==> src/rtl/regfile_mp.sv <==
// regfile_mp: multi-read-port register file with a zero register, a write-to-read
// bypass, registered read data and an optional pending-write scoreboard.
// Optional feature macro: REGFILE_SCOREBOARD_EN (per-register busy bits, o_rd_busy).
// Without the macro, o_rd_busy is tied low and the issue port is ignored.
module regfile_mp #(
    parameter int XLEN  = 32,
    parameter int NREGS = 32,
    parameter int NRD   = 2,
    localparam int AW   = $clog2(NREGS)
) (
    input  logic                i_clk,
    input  logic                i_rst_n,
    input  logic                i_wr_en,
    input  logic [AW-1:0]       i_wr_addr,
    input  logic [XLEN-1:0]     i_wr_data,
    input  logic                i_rd_en,
    input  logic [NRD*AW-1:0]   i_rd_addr,
    output logic [NRD*XLEN-1:0] o_rd_data,
    output logic                o_rd_valid,
    input  logic                i_iss_en,
    input  logic [AW-1:0]       i_iss_addr,
    output logic [NRD-1:0]      o_rd_busy
);

    // Out-of-range register numbers alias onto the zero register.
    function automatic logic [AW-1:0] map_addr(input logic [AW-1:0] a);
        return (int'(a) >= NREGS) ? '0 : a;
    endfunction

    logic [XLEN-1:0]     mem_q [NREGS];
    logic [AW-1:0]       wa;
    logic                wr_live;
    logic [NRD*XLEN-1:0] rd_data_q, rd_data_d;
    logic                rd_valid_q, rd_valid_d;
    logic [AW-1:0]       ra;

    // A write takes effect only outside reset and never to register 0.
    assign wa      = map_addr(i_wr_addr);
    assign wr_live = i_rst_n & i_wr_en & (wa != '0);

    // Register array write; contents are deliberately left unreset so it maps to RAM.
    always_ff @(posedge i_clk) begin
        if (wr_live) begin
            mem_q[wa] <= i_wr_data;
        end
    end

    // Read data next-state: zero register, same-cycle write bypass, else array.
    always_comb begin
        rd_data_d  = rd_data_q;
        rd_valid_d = 1'b0;
        ra         = '0;
        if (i_rd_en) begin
            rd_valid_d = 1'b1;
            for (int k = 0; k < NRD; k++) begin
                ra = map_addr(i_rd_addr[k*AW +: AW]);
                if (ra == '0) begin
                    rd_data_d[k*XLEN +: XLEN] = '0;
                end else if (wr_live && (wa == ra)) begin
                    rd_data_d[k*XLEN +: XLEN] = i_wr_data;
                end else begin
                    rd_data_d[k*XLEN +: XLEN] = mem_q[ra];
                end
            end
        end
    end

    // Read output registers with synchronous reset.
    always_ff @(posedge i_clk) begin
        if (!i_rst_n) begin
            rd_data_q  <= '0;
            rd_valid_q <= 1'b0;
        end else begin
            rd_data_q  <= rd_data_d;
            rd_valid_q <= rd_valid_d;
        end
    end

    assign o_rd_data  = rd_data_q;
    assign o_rd_valid = rd_valid_q;

`ifdef REGFILE_SCOREBOARD_EN
    logic [NREGS-1:0] busy_q, busy_d;
    logic [NRD-1:0]   rd_busy_q, rd_busy_d;
    logic [AW-1:0]    ia;
    logic [AW-1:0]    rb;

    assign ia = map_addr(i_iss_addr);

    // Busy bits: write clears, issue sets; issue is applied last so it wins a tie.
    always_comb begin
        busy_d = busy_q;
        if (wr_live) begin
            busy_d[wa] = 1'b0;
        end
        if (i_iss_en && (ia != '0)) begin
            busy_d[ia] = 1'b1;
        end
    end

    // Per-port busy snapshot; a write landing this cycle already resolves the hazard.
    always_comb begin
        rd_busy_d = rd_busy_q;
        rb        = '0;
        if (i_rd_en) begin
            for (int k = 0; k < NRD; k++) begin
                rb           = map_addr(i_rd_addr[k*AW +: AW]);
                rd_busy_d[k] = busy_q[rb] & ~(wr_live && (wa == rb));
            end
        end
    end

    // Scoreboard state registers with synchronous reset.
    always_ff @(posedge i_clk) begin
        if (!i_rst_n) begin
            busy_q    <= '0;
            rd_busy_q <= '0;
        end else begin
            busy_q    <= busy_d;
            rd_busy_q <= rd_busy_d;
        end
    end

    assign o_rd_busy = rd_busy_q;
`else
    logic unused_iss;
    assign unused_iss = ^{i_iss_en, i_iss_addr};
    assign o_rd_busy  = '0;
`endif

endmodule

==> config.mk <==
export PLATFORM = sky130hd
export DESIGN_NAME = regfile_mp
export DESIGN_NICKNAME = d
export VERILOG_FILES = /design/src/rtl/regfile_mp.sv
export SDC_FILE = /design/constraint.sdc
export NUM_CORES = 1
export LEC_CHECK = 0
export CORE_MARGIN = 2
export CORE_UTILIZATION = 30
export CTS_CLUSTER_DIAMETER = 60
export DETAILED_ROUTE_END_ITERATION = 10
export SETUP_SLACK_MARGIN = 0.05
export SLEW_MARGIN = 30
export SYNTH_ARGS = -nofsm -noshare
export SYNTH_HDL_FRONTEND = slang
export SYNTH_SLANG_ARGS = --single-unit
==> constraint.sdc <==
create_clock -name i_clk -period 3.1 [get_ports i_clk]
set_input_delay 0.62 -clock i_clk [delete_from_list [all_inputs] [get_ports i_clk]]
set_output_delay 0.62 -clock i_clk [all_outputs]
set_load 0.02 [all_outputs]
After elaboration in Yosys (flattened, before gate mapping). Memories as Yosys holds them, arrays and structs flattened. Index checks and enable logic that the tools add are counted.

Register bits after elaboration: 65. RAM bits: 1024. Output and inout port bits: 67. Logic and storage cells: 19. Memories: 1.

Memory list: mem_q (words 32, width 32, read ports 2, clocked after Yosys merged registers in 0, wr ports 1, line 30) `logic [XLEN-1:0] mem_q [NREGS];`.

Equality and inequality tests: 2. Muxes and demuxes: 7. Bitwise operators: 2. Reduce and logical (&&, ||, !) cells: 5.

Operators by type and width (number): two-way mux 32 bit (4); equality test 5 bit (2); logical NOT 5 bit (2); nonzero test 5 bit (1); two-way mux 1 bit (3); bitwise AND 1 bit (2); logical AND 1 bit (2).

Longest topological paths before layout.
Depth in word-level cells: 5. Mapped depth: 10. Gate-level depth less buffers: 5.

Worst setup path before layout. Ideal clock, no wire load.

Path kind: input-to-reg. Start point: input i_wr_addr[3]. End point: memory mem_q[4][0] (enable). Data arrival time: 2.614 ns. Required time: 2.679 ns. Setup slack: 0.065 ns. Stages on the path: 3. Path buffers: 1. Cells stage by stage: buf_6 -> or3b_2 -> nor2_1.

Word-level cells in the longest chain between the ends: 4.

RTL lines: start: declaration (line 14) `input logic [AW-1:0] i_wr_addr,`; nonzero test 5 bit (line 39) `assign wr_live = i_rst_n & i_wr_en & (wa != '0);`; bitwise AND 1 bit (line 39); two-way mux 1 bit (line 43) `if (wr_live) begin`; two-way mux 1 bit (implied by the code) (line 44) `mem_q[wa] <= i_wr_data;`; end: declaration (line 30).

Parallel ways exist; a longest one is shown, timed or not.

Worst setup path after layout.
Start point: register rd_data_q[54] (netlist: o_rd_data[54]). End point: output o_rd_data[54].

RTL lines: start: declaration (line 33) `logic [NRD*XLEN-1:0] rd_data_q, rd_data_d;`; start signal: assignment (line 74) `rd_data_q <= rd_data_d;`; end: declaration (line 18) `output logic [NRD*XLEN-1:0] o_rd_data,`.

No word-level cell between the ends.

==> results.md <==
- Outcome: completed
- Most frequent cells in the layout: edfxtp_1 (1024), mux4_2 (440), mux2i_1 (225)
- HP Start: i_rd_addr[9]
- Layout cell share with drive strength beyond 1: 30.3%
- Endpoints failing setup: 0
- GR Layer Usage met1: a little over a quarter
- CP top delay family: buffers and inverters
- Via density: 5.78
- Die Y: 411 microns
- Fin area: between 0.05 and 0.06 sq mm
- Final Net Count: just over 3000
- Core Region: 0.165 sq mm
- Number of CTS-inserted buffers: ~120
- Detailed Routing Iterations Pass 1: 8
- Vias in the first global route: ~30000
- Root Buffer: clkbuf_16
- RSZ-0062 raised after global routing: false
- Yosys reg bits: about 1100
- Port Buf Inserts: 115
- Crit Path Max Fanout: 2
- DRT iter0 DRCs: between 4000 and 5000
- Slew of the pin with the lowest slew margin: between 0.9 and 1 ns
- Power density cells: between 500 and 600 mW/mm^2
- Hold EP: o_rd_data[51]$_SDFFE_PN0P_
- Critical path cell sequence: clkdlybuf4s50_1
- GRT Max-Usage Layer: met2
- M3 GR Usage: under 10%
- Initial antenna violation count: 19
- CP required: approximately 2.5 ns
- Max Clock Skew: about 0.035 ns
- Slowest cell on the critical path: clkdlybuf4s50_1
- Worst hold stages: 4
- Reg2Reg Depth: 6
- Final HPWL DP: 106000 microns
- CTS tree: built
- Wirelength, routed: 170000 microns
- Deepest clock path buffer count: 3
- Routed vias: 30417
- GRT Util Overall: between 10% and 20%
- Final worst path period need: roughly 2.8 ns
- Final Wtd Congestion: 0.840
- VDD IR max: roughly 0.52 mV
- FP Rows: roughly 150
- Synthesized cell area: between 0.04 and 0.05 sq mm
- DRT antenna net count: 0
- Most common cell after layout, fill and taps aside: edfxtp_1
- Syn avg cell area: roughly 19 sq um
- Residual DRC: 0
- CTS Sinks: 1089
- Synth top area cells: edfxtp_1 (62%), mux4_2 (20%), mux2i_1 (4.5%)
- Worst-path clk slew: 0.06 ns
- Post-CTS sizing: 0
- Peak Freq: ~360 MHz
- Post-Syn Instances: roughly 2700
- RR Endpoint: o_rd_data[13]$_SDFFE_PN0P_
- Hold Worst Slack: roughly 0.48 ns
- Period utilisation layout: between 80% and 90%
- Synth warnings: 0
- H-tree levels: 3
- Max_cap viols: 0
- Register area share after synthesis: between 60% and 70%
- Grt total ovfl: 0
- Final hold vios: 0
- DR WL/cell: around 32 microns
- TNS Setup: 0 ns
- Slew headroom: approximately 35%
- Post-CTS setup buffers: 0
- Buf/Inv on CP: 1
- Die width: ~400 microns
- Synthesis-to-layout area growth: 20.1%
- Leakage: 19.0 nW
- Initial Utilization: just over 30%
- Crit path DAT: approximately 2.2 ns
- Max Slew Vio Count: 0
- Filler instances: 15159
- Area post-placement: around 0.056 sq mm
- Hold crit path type: input port to flop
- CP Class: flop to output port
- Yosys top cell area share: between 60% and 70%
- Die area: around 0.17 sq mm
- CTS hold repair buffers: 0
- Clock latency at the later pin of the worst-skew pair: 0.72 ns
- # IOs: ~120
- CP Launch Type: flop
- Distinct cells, synth: 53
- First-pass GRT wire length: around 240000 microns
- Largest net degree at the start of global routing: 56
- Worst R2R Setup Slack: roughly 0.9 ns
- Crit end category: output port
- R2r startpoint: mem_q[3][13]$_DFFE_PP_
- Beginning of the critical path: o_rd_data[54]$_SDFFE_PN0P_
- GR Layer Usage met2: 30.8%
- Synth area leader: edfxtp_1
- Worst path max stage delay: 0.72 ns
[synthesized netlist by cell type, drive strengths merged]
cell type	n
a2111oi	3
a21oi	22
a22o	41
a22oi	153
a311oi	1
a31o	1
a31oi	2
a32o	23
and2	3
and4	2
buf	137
clkbuf	89
clkinv	1
conb	1
dfxtp	65
dlygate4sd3	3
edfxtp	1024
inv	1
mux2i	225
mux4	440
nand2	56
nand3	55
nand3b	5
nand4	1
nand4b	3
nor2	101
nor2b	7
nor3	11
nor4	14
o2111ai	19
o211ai	32
o21a	1
o21ai	72
o21bai	7
o22ai	39
o311a	1
o311ai	1
o31a	2
or3	2
or3b	5
or4	1
xnor2	1
xor2	9
[worst max path at each step]
stage | endpoint | slack (ns) | cells after the start
2_1_floorplan | mem_q[4][0]$_DFFE_PP_ | 0.07 | 3
3_3_place_gp | mem_q[24][20]$_DFFE_PP_ | 0.07 | 5
3_5_place_dp | mem_q[24][20]$_DFFE_PP_ | 0.07 | 5
4_1_cts | o_rd_data[54] | 0.29 | 1
5_1_grt | o_rd_data[56] | 0.30 | 1
6_report | o_rd_data[54] | 0.33 | 1
[where the power goes]
| group | switching (mW) | leakage (nW) | internal, mW | total, mW |
|---|---|---|---|---|
| Sequential | 0.197 | 9.77 | 16.3 | 16.5 |
| Clock | 5.87 | 1.85 | 8.04 | 13.9 |
| Combinational | 1.75 | 7.41 | 1.29 | 3.03 |
| Total | 7.82 | 19.0 | 25.6 | 33.4 |
[metrics by stage]
| step | setup WS (ns) | util [%] | instances | total power, mW |
|---|---|---|---|---|
| floorplan | 0.0653 | - | 2715 | 18.3 |
| global placement | 0.0708 | 33.9 | 5041 | 19.8 |
| detailed placement | 0.0687 | 33.9 | 5041 | 19.8 |
| CTS | 0.295 | 36.2 | 5260 | 33.5 |
| global route | 0.304 | 36.2 | 5263 | 34.3 |
| finish | 0.328 | 36.2 | 5264 | 33.4 |
[worst register-to-register path: cells and delay by family, from the launching register on]
kind	cells	cell delay [ns]
AOI/OAI and AO/OA	2	0.84
muxes	1	0.47
and+or+nand+nor	2	0.18
DFF	1	0.38
buffers and inverters	1	0.23
[routing by layer]
layer	vias up	wire (microns)	share of wire, %
li1	12046	-	-
met1	16128	66600	39
met2	1916	78100	46
met3	307	19800	12
met4	20	5480	3.2
met5	-	132	0.078
[state kept, by name, indices dropped and copies added, names as in the netlist]
signal / count
o_rd_data: 64
o_rd_valid: 1
mem_q: 1024
[area by class of cell]
class,instances,area (sq um),share of cell area (%)
clock buffers,147,3110,5.21
repair buffers,366,4120,6.91
diodes,4,10.0,0.0168
flip-flops and latches,1089,32100,53.7
clock inverters,72,708,1.19
inverters,2,8.76,0.0147
multi-input cells,1395,17000,28.4
well taps,2189,2740,4.59
[cells by family after synthesis]
logic type      synth area share (%)
simple gates                    2.49
other cells                  0.00755
xor+xnor                       0.176
buf+inv                         2.28
flops                           64.5
compound gates                  6.08
mux                             24.5
Note: power is estimated with default switching activity, not from simulation.
